## config.mk

```make
export PLATFORM = sky130hd
export DESIGN_NAME = hyper_addr_splitter
export DESIGN_NICKNAME = d
export VERILOG_FILES = /design/src/rtl/hyper_addr_pkg.sv /design/src/rtl/hyper_cs_match.sv /design/src/rtl/hyper_addr_splitter.sv
export SDC_FILE = /design/constraint.sdc
export NUM_CORES = 1
export LEC_CHECK = 0
export ABC_AREA = 1
export CORE_MARGIN = 1.5
export CORE_UTILIZATION = 30
export CTS_BUF_LIST = sky130_fd_sc_hd__clkbuf_4
export CTS_CLUSTER_DIAMETER = 60
export CTS_CLUSTER_SIZE = 14
export DETAILED_ROUTE_END_ITERATION = 10
export GPL_TIMING_DRIVEN = 0
export MAX_ROUTING_LAYER = met4
export PLACE_DENSITY = 0.54
export SKIP_CTS_REPAIR_TIMING = 1
export SLEW_MARGIN = 5
export SYNTH_ARGS = -nofsm -noshare
export SYNTH_HDL_FRONTEND = slang
export SYNTH_SLANG_ARGS = --single-unit
```

## constraint.sdc

```tcl
create_clock -name clk_i -period 11.2 [get_ports clk_i]
set_input_delay 2.8 -clock clk_i [delete_from_list [all_inputs] [get_ports clk_i]]
set_output_delay 2.8 -clock clk_i [all_outputs]
set_load 0.01 [all_outputs]
```

## src/rtl/hyper_addr_pkg.sv

```systemverilog
// Shared types for the hyperbus address splitter: per-CS range records,
// FSM state encoding and default widths.
package hyper_addr_pkg;

  localparam int unsigned ADDR_WIDTH_DEFAULT = 32;
  localparam int unsigned LEN_WIDTH_DEFAULT  = 16;

  typedef struct packed {
    logic [31:0] start;
    logic [31:0] last;
  } addr_range_t;

  typedef enum logic {
    ST_IDLE,
    ST_EMIT
  } state_t;

  // Each CS occupies 64 bits of the map vector: start in the low word, last in the high word.
  function automatic addr_range_t unpack_range(input logic [63:0] slice);
    addr_range_t r;
    r.start = slice[31:0];
    r.last  = slice[63:32];
    return r;
  endfunction

endpackage

```

## src/rtl/hyper_cs_match.sv

```systemverilog
// Combinational chip-select decoder: lowest-index range containing the
// address wins, so overlapping ranges resolve toward CS0.
module hyper_cs_match
  import hyper_addr_pkg::*;
#(
  parameter int NR_CS      = 2,
  parameter int ADDR_WIDTH = ADDR_WIDTH_DEFAULT
) (
  input  addr_range_t             ranges [NR_CS],
  input  logic [ADDR_WIDTH-1:0]   addr,
  output logic                    hit,
  output logic [NR_CS-1:0]        cs,
  output logic [ADDR_WIDTH-1:0]   base_start,
  output logic [ADDR_WIDTH-1:0]   base_last
);

  always_comb begin
    // NOTE: every output gets a default before the loop so no path leaves it unassigned (no latch).
    hit        = 1'b0;
    cs         = '0;
    base_start = '0;
    base_last  = '0;
    // Walk from the top index down so the lowest matching index is written last.
    for (int i = NR_CS - 1; i >= 0; i--) begin
      if (addr >= ADDR_WIDTH'(ranges[i].start) && addr <= ADDR_WIDTH'(ranges[i].last)) begin
        hit        = 1'b1;
        cs         = NR_CS'(1) << i;
        base_start = ADDR_WIDTH'(ranges[i].start);
        base_last  = ADDR_WIDTH'(ranges[i].last);
      end
    end
  end

endmodule

```

## src/rtl/hyper_addr_splitter.sv

```systemverilog
// Splits linear burst requests into per-chip-select fragments with local
// addresses; unmapped or zero-length requests yield a single error fragment.
module hyper_addr_splitter
  import hyper_addr_pkg::*;
#(
  parameter int NR_CS      = 2,
  parameter int ADDR_WIDTH = ADDR_WIDTH_DEFAULT,
  parameter int LEN_WIDTH  = LEN_WIDTH_DEFAULT
) (
  input  logic                  clk_i,
  input  logic                  rst_i,
  input  logic [64*NR_CS-1:0]   addr_mapping_i,
  input  logic                  req_valid_i,
  output logic                  req_ready_o,
  input  logic [ADDR_WIDTH-1:0] req_addr_i,
  input  logic [LEN_WIDTH-1:0]  req_len_i,
  input  logic                  req_write_i,
  output logic                  tx_valid_o,
  input  logic                  tx_ready_i,
  output logic [NR_CS-1:0]      tx_cs_o,
  output logic [ADDR_WIDTH-1:0] tx_addr_o,
  output logic [LEN_WIDTH-1:0]  tx_len_o,
  output logic                  tx_write_o,
  output logic                  tx_last_o,
  output logic                  tx_err_o
);

  localparam int CW = (ADDR_WIDTH + 1 > LEN_WIDTH) ? ADDR_WIDTH + 1 : LEN_WIDTH;

  state_t                state_q;
  addr_range_t           map_in   [NR_CS];
  addr_range_t           map_q    [NR_CS];
  addr_range_t           calc_map [NR_CS];
  logic [ADDR_WIDTH-1:0] addr_q;
  logic [LEN_WIDTH-1:0]  rem_q;
  logic                  write_q;

  logic [ADDR_WIDTH-1:0] calc_addr;
  logic [LEN_WIDTH-1:0]  calc_rem;
  logic                  m_hit;
  logic [NR_CS-1:0]      m_cs;
  logic [ADDR_WIDTH-1:0] m_start;
  logic [ADDR_WIDTH-1:0] m_last;
  logic [CW-1:0]         span;
  logic [LEN_WIDTH-1:0]  frag_len;
  logic                  frag_err;

  assign req_ready_o = (state_q == ST_IDLE) && !rst_i;

  always_comb begin
    for (int i = 0; i < NR_CS; i++) begin
      map_in[i] = unpack_range(addr_mapping_i[64*i +: 64]);
    end
  end

  // In IDLE the fragment is computed from the incoming request; in EMIT from the
  // position just past the fragment currently on the output.
  always_comb begin
    if (state_q == ST_IDLE) begin
      calc_addr = req_addr_i;
      calc_rem  = req_len_i;
      calc_map  = map_in;
    end else begin
      calc_addr = addr_q + ADDR_WIDTH'(tx_len_o);
      calc_rem  = rem_q - tx_len_o;
      calc_map  = map_q;
    end
  end

  hyper_cs_match #(
    .NR_CS      (NR_CS),
    .ADDR_WIDTH (ADDR_WIDTH)
  ) u_match (
    .ranges     (calc_map),
    .addr       (calc_addr),
    .hit        (m_hit),
    .cs         (m_cs),
    .base_start (m_start),
    .base_last  (m_last)
  );

  // Span is one bit wider than the address so a range ending at all-ones does not wrap.
  assign span     = CW'({1'b0, m_last}) - CW'({1'b0, calc_addr}) + CW'(1);
  assign frag_len = (CW'(calc_rem) <= span) ? calc_rem : LEN_WIDTH'(span);
  assign frag_err = !m_hit || (calc_rem == '0);

  always_ff @(posedge clk_i) begin
    // NOTE: sequential state uses non-blocking assignments so every register samples pre-edge values.
    if (rst_i) begin
      state_q    <= ST_IDLE;
      tx_valid_o <= 1'b0;
      tx_cs_o    <= '0;
      tx_addr_o  <= '0;
      tx_len_o   <= '0;
      tx_write_o <= 1'b0;
      tx_last_o  <= 1'b0;
      tx_err_o   <= 1'b0;
    end else begin
      case (state_q)
        ST_IDLE: begin
          if (req_valid_i) begin
            state_q    <= ST_EMIT;
            tx_valid_o <= 1'b1;
            tx_write_o <= req_write_i;
            tx_err_o   <= frag_err;
            tx_cs_o    <= frag_err ? '0 : m_cs;
            tx_addr_o  <= frag_err ? calc_addr : calc_addr - m_start;
            tx_len_o   <= frag_err ? calc_rem : frag_len;
            tx_last_o  <= frag_err || (frag_len == calc_rem);
          end
        end
        ST_EMIT: begin
          if (tx_ready_i) begin
            if (tx_last_o) begin
              state_q    <= ST_IDLE;
              tx_valid_o <= 1'b0;
            end else begin
              tx_err_o  <= frag_err;
              tx_cs_o   <= frag_err ? '0 : m_cs;
              tx_addr_o <= frag_err ? calc_addr : calc_addr - m_start;
              tx_len_o  <= frag_err ? calc_rem : frag_len;
              tx_last_o <= frag_err || (frag_len == calc_rem);
            end
          end
        end
        default: state_q <= ST_IDLE;
      endcase
    end
  end

  // NOTE: request context is only consumed while EMIT is active, so it needs no reset.
  always_ff @(posedge clk_i) begin
    if (state_q == ST_IDLE && req_valid_i && !rst_i) begin
      addr_q  <= req_addr_i;
      rem_q   <= req_len_i;
      write_q <= req_write_i;
      map_q   <= map_in;
    end else if (state_q == ST_EMIT && tx_ready_i && !tx_last_o) begin
      addr_q <= calc_addr;
      rem_q  <= calc_rem;
    end
  end

  // write_q mirrors the latched request direction; the output register already carries it.
  logic unused_write;
  assign unused_write = write_q;

endmodule

```

==> flow_summary.toml, run 1 <==
[sta]
maxSlewHeadroom_pct = 25.65
worst_pin_slew_ps = 1115
period_needed_ps = 10520
max_clock_freq_ghz = 0.09508
slew_viol_final = 0
hold_viol = 0
rsz0062_at_grt = "no"
setup_viol_count_final = 0
clock_skew_ps = 46.14
finalCritPeriodShare_pct = 93.91

[cells_and_area]
layout.area.seq_um2 = 6386
syn2layout_area_growth_pct = 20.96
nFillCells = 7044
fin_nets = 3317
final_util_pct = 36.61
final_common_cell = "nand2_1"
drive_gt1_share_pct = 6.086
final_cell_mix = "639 x nand2_1, 312 x inv_1, 265 x ha_1"
multiInputGateArea_um2 = 12570
fin_cells = 3768

[logic_synthesis]
synth_xor_xnor_area_share_pct = 3.317
netlist_area_um2 = 20330
synth_mux_area_share_pct = 5.859
synth_cells = 2588
synthArstFlopShare_pct = 0
syn_avg_cell_area_um2 = 7.855
synth-simple-area-share_pct = 21.53
yosys.area.top_type = "edfxtp_1"
synth_compound_area_share_pct = 13.87
yosys_warnings = 0
synth_top_family_by_area = "simple AND/OR/NAND/NOR gates"
synth_edf_count = 176
synth_seq_cells = 231
syn-num-nets = 3038
synth.area.top_cells = "edfxtp_1 26%, ha_1 16%, nand2_1 12%, mux2i_1 5.9%, inv_1 5.8%"
yosysUniqueCellTypes = 61
seq_area_frac_synth_pct = 31.41
synth.top_cell.area_share_pct = 26.00
synthAdderAreaFrac_pct = 16.70
synth-main-ff-cell = "edfxtp_1"

[floorplan]
rows = 95
num_io_pins = 236
coreArea_um2 = 67160
initial_core_util_pct = 30.27
chipHeight_um = 263.3
die_w_um = 263.3
die-area_um2 = 69330

[power]
max-vdd-ir-drop_mv = 0.06009
p_int_mw = 2.122
clkPwrFrac_pct = 16.1
combPwrFrac_pct = 57.7
totalPowerFinal_mw = 4.104
p_sw_share_pct = 48.31
cellPowerDensity_nw_per_um2 = 166.9
p_seq_share_pct = 26.2
p_leak_nw = 11.17
p_sw_mw = 1.983

[route]
drtIter0Drc = 1657
route.vias.total = 19020
routed_wl_um = 77180
vias_per_cell = 5.048
ant_nets = 0
wire_per_inst_um = 20.48
dr.pass1.iters = 6
drcViolationCount = 0

[worst_setup_path]
crit_family = "simple AND/OR/NAND/NOR gates"
critPathKind = "primary input to flip-flop"
startpoint = "req_addr_i[5]"
crit_slowest_cell = "clkdlybuf4s50_1"
worst_path_most_repeated_cell = "nand2_1"
critPathLaunchType = "primary input"
cp.buffers_inverters = 8
cp_max_fo = 10
slowest_delay_ps = 430
cp.arrival_ps = 11220
timing.rr.end = "tx_last_o"
worstReg2RegStart = "tx_len_o[0]"
cp_num_cells = 53
reg2reg_depth = 60
endpoint = "tx_last_o"
reg2reg_slack_ps = 690
end_kind = "flip-flop"
cp.required_ps = 11900

[clock_tree]
cts-buffers-inserted = 34
clkLatencyLatePin_ps = 800
path_clk_slew_ps = 110
h-tree-depth = 2
tritoncts = "done"
clockRootBuffer = "clkbuf_4"
clockBufferDepth = 3
clkSinkCount = 231

[flow_run]
maxCapViolCount = 0

[grt]
grt_overflow = 0
grt_use_total_pct = 22.30
antenna_found_initial = 3
grt_pass1_vias = 17763
grt_pass1_wl_um = 112700
grt_max_degree = 33

[worst_hold_path]
hp-class = "flip-flop to flip-flop"

[placement]
io_buffers = 235
dpl.cell_count = 3702
dpl.hpwl_um = 63760
gp_congestion = 0.9322

[run_status]
status = "complete, no violations"
[layout make-up]
type,count,share of cell area (%)
clock inverters,23,0.9871
plain buffers,61,1.221
clock buffers,38,1.160
well taps,873,4.442
flip-flops and latches,231,25.97
inverters,319,4.869
multi-input cells,1976,51.11
repair buffers,244,10.21
diodes,3,0.03053
[layer usage]
layer  track usage, %  part of all wire [%]  routed length (um)  up-vias
met5                -                     0                   0        -
met4            6.624                   2.8                2145        0
met3            3.517                   6.8                5279       97
met2            33.91                    44               33930      647
met1            30.38                    46               35830     8803
li1                 -                     -                   -     9473
[how the worst min path moves through the flow]
stage,start,endpoint,cells after the start
floorplan,tx_last_o,tx_last_o,2
global placement,tx_write_o,tx_write_o,2
finish,tx_valid_o,tx_valid_o,2
detailed placement,tx_valid_o,tx_valid_o,2
global route,tx_write_o,tx_write_o,2
CTS,tx_valid_o,tx_valid_o,2
[kinds of logic after synthesis]
group	Yosys count
AOI/OAI and AO/OA	464
muxes	119
buffers and inverters	381
DFF	231
xor gates and xnor gates	77
adders and majority gates	269
and+or+nand+nor	1047
[worst register-to-register path, delay by kind of cell (launching register included)]
| family | cells | cell delay (ps) |
|---|---|---|
| xor gates and xnor gates | 2 | 360 |
| buffers and inverters | 7 | 1350 |
| and+or+nand+nor | 34 | 3710 |
| AOI/OAI and AO/OA | 11 | 2550 |
| adders and majority gates | 6 | 2050 |
| DFF | 1 | 390 |
[registers in the layout, indices dropped and copies added, names as in the netlist]
signal,cells
tx_addr_o,32
tx_valid_o,1
tx_len_o,16
addr_q,32
tx_write_o,1
rem_q,16
map_q,128
tx_cs_o,2
tx_last_o,1
tx_err_o,1
state_q,1
[power by group through the flow]
stage | Sequential, mW | Clock, mW | Combinational [mW]
after floorplan | 1.08 | 0 | 1.55
after global placement | 1.11 | 0 | 2.29
after detailed placement | 1.10 | 0 | 2.30
after CTS | 1.08 | 0.670 | 2.32
after global routing | 1.08 | 0.702 | 2.63
final | 1.08 | 0.661 | 2.37
[cell usage after synthesis (3+ instances only)]
master	instances
nand2_1	639
inv_1	312
ha_1	265
nor2_1	187
edfxtp_1	176
a21oi_1	159
mux2i_1	119
o21ai_0	115
nand3_1	105
dfxtp_1	55
nand4_1	43
xnor2_1	41
xor2_1	36
a211oi_1	35
o22ai_1	30
nor3_1	29
o22a_1	29
clkbuf_1	28
buf_2	19
o21a_1	17
o21ai_1	16
or2_2	14
o211ai_1	10
buf_1	9
nand2_4	7
o21bai_1	7
inv_2	6
nor4_1	6
o21ai_2	6
o221ai_1	6
a31oi_1	5
a21o_1	4
buf_4	4
fa_1	4
o211ai_2	4
a31o_2	3
a41oi_1	3
nand2_2	3
nand3b_1	3
nor2_2	3
[through the flow]
step / instance area (um^2) / TNS, ps / worst slack (ps) / hold WS (ps)
after floorplan: 20330 / 0 / 2322 / 496.1
after global placement: 23770 / -155690 / -1123 / 465.2
after detailed placement: 23930 / -15380 / -1126 / 483.8
after CTS: 24460 / -10530 / -847.3 / 502.0
after global routing: 24590 / 0 / 82.00 / 524.3
final: 24590 / 0 / 682.3 / 500.6
No activity file was read; power rests on OpenSTA's default activity.
==> inputs of run 2 (changes only) <==
- CELL_PAD_IN_SITES_DETAIL_PLACEMENT: unset -> 1
- CELL_PAD_IN_SITES_GLOBAL_PLACEMENT: unset -> 1
- CORE_ASPECT_RATIO: unset -> 1.4
- PLACE_DENSITY: 0.54 -> 0.67
==> run 2 against run 1 <==
Sequential power barely moved. Routed wire length rose by 17%. Utilization barely moved. Clock skew rose by 71 ps. Critical path depth rose by 6. Non-clock buffer count rose by 10.
==> flow_summary.toml, run 2 (synthesized netlist as in run 1, its figures left out) <==
[sta]
slew_viol_final = 0
holdWs_ps = 505.4
period_needed_ps = 10770
maxSlewHeadroom_pct = 16.94
setup_viol_count_final = 0
finalCritPeriodShare_pct = 96.16
hold_viol = 0
setup_tns_ps = 0
max_clock_freq_ghz = 0.09285
worst_pin_slew_ps = 1241
clock_skew_ps = 117.5

[worst_setup_path]
crit_family = "simple AND/OR/NAND/NOR gates"
endpoint = "tx_last_o"
reg2reg_depth = 51
cp_num_cells = 59
timing.rr.end = "tx_last_o"
crit_slowest_cell = "o21ai_1"
reg2reg_slack_ps = 530
slowest_delay_ps = 530
end_kind = "flip-flop"
critPathKind = "primary input to flip-flop"
worst_path_most_repeated_cell = "nand2_1"
critPathLaunchType = "primary input"
cp.arrival_ps = 11600
cp.buffers_inverters = 10
startpoint = "req_addr_i[3]"
cp_max_fo = 10
worstReg2RegStart = "state_q"
cp.required_ps = 12030

[power]
cellPowerDensity_nw_per_um2 = 168.3
max-vdd-ir-drop_mv = 0.07229
p_leak_nw = 11.12

[route]
drcViolationCount = 0
vias_per_cell = 5.276
wire_per_inst_um = 24.15
ant_nets = 0
routed_wl_um = 90590
dr.pass1.iters = 5
route.vias.total = 19794
drtIter0Drc = 829

[cells_and_area]
largestRegisters = "map_q: 128 flops, addr_q: 32 flops, tx_addr_o: 32 flops"
drive_gt1_share_pct = 5.807
nFillCells = 8124
largest-register = "map_q"
multiInputGateArea_um2 = 12540
final_cell_mix = "639 x nand2_1, 309 x inv_1, 265 x ha_1"
layout.area.seq_um2 = 6387
fin_nets = 3321
largest_reg_flops = 128
final_common_cell = "nand2_1"
syn2layout_area_growth_pct = 20.52

[flow_run]
maxCapViolCount = 0

[clock_tree]
h-tree-depth = 1
cts-buffers-inserted = 28
clockBufferDepth = 3
clkSinkCount = 231
clockRootBuffer = "clkbuf_4"
tritoncts = "done"
clkLatencyLatePin_ps = 910
path_clk_slew_ps = 150

[grt]
grt_max_degree = 36
grt_overflow = 0
grt_use_total_pct = 26.43
grt_pass1_wl_um = 133400
antenna_found_initial = 4
grt_pass1_vias = 21578

[floorplan]
coreArea_um2 = 66840
initial_core_util_pct = 30.41
num_io_pins = 236
die_w_um = 223.0
die-area_um2 = 69360
rows = 112
chipHeight_um = 311.0

[placement]
gp_congestion = 0.9489
dpl.hpwl_um = 76670
io_buffers = 235

[worst_hold_path]
hp-class = "flip-flop to flip-flop"

[run_status]
status = "complete, no violations"
-- run 2: changes by cell type in the layout (fill, tap and decap cells not counted), sizes merged --
cell           previous run  this run
clkdlybuf4s15             0         2
diode                     3         4
bufinv                    2         0
inv                     332       327
clkbuf                   70        60
buf                      38        50
clkinvlp                  0         3
clkinv                    8         9
-- run 2: area by class of cell --
type / instances / share of cell area (%)
clock inverter: 20 / 0.6690
clock buffer: 32 / 0.9805
inverter: 319 / 4.902
timing repair buffer: 254 / 10.55
tap: 855 / 4.366
antenna: 4 / 0.04085
buffer: 61 / 1.256
multi-input combinational: 1976 / 51.16
sequential: 231 / 26.07
-- run 2: power breakdown --
| group | switching, mW | internal (mW) | total (mW) | leakage (nW) |
|---|---|---|---|---|
| Combinational | 1.61 | 0.888 | 2.50 | 8.79 |
| Clock | 0.384 | 0.162 | 0.546 | 0.230 |
| Sequential | 0.0691 | 1.01 | 1.08 | 2.09 |
| Total | 2.06 | 2.06 | 4.12 | 11.1 |
-- run 2: per-layer routing --
metal / track usage (%) / part of all wire, % / vias up
met2: 48.54 / 52 / 460
met3: 1.728 / 2.8 / 174
li1: - / - / 9462
met1: 28.58 / 40 / 9698
met5: - / 0 / -
met4: 13.13 / 5.4 / 0
-- run 2: tightest hold or removal path: cells and delay by family (launching register included) --
| kind | cells | cell delay (ps) |
|---|---|---|
| AND/OR/NAND/NOR | 2 | 150 |
| flip-flops | 1 | 340 |
-- run 2: worst min-delay path by stage --
stage | cells after the start | endpoint | slack [ps] | startpoint
after floorplan | 2 | tx_last_o | 500 | tx_last_o
after detailed placement | 2 | tx_valid_o | 480 | tx_valid_o
after global routing | 2 | tx_last_o | 530 | tx_last_o
after global placement | 2 | tx_write_o | 470 | tx_write_o
after CTS | 2 | tx_valid_o | 510 | tx_valid_o
final | 2 | tx_valid_o | 510 | tx_valid_o
-- run 2: stage by stage --
| step | setup slack (ps) | total power, mW | util (%) | std cells | instance area, um^2 |
|---|---|---|---|---|---|
| 2_1_floorplan | 2322 | 2.630 | - | 2588 | 20330 |
| 5_1_grt | -28.85 | 4.429 | 36.65 | 3751 | 24500 |
| 4_1_cts | -1547 | 4.123 | 36.40 | 3739 | 24330 |
| 3_3_place_gp | -1823 | 3.498 | 35.53 | 3678 | 23750 |
| 3_5_place_dp | -1546 | 3.561 | 35.80 | 3687 | 23930 |
| 6_report | 430.2 | 4.123 | 36.65 | 3752 | 24500 |
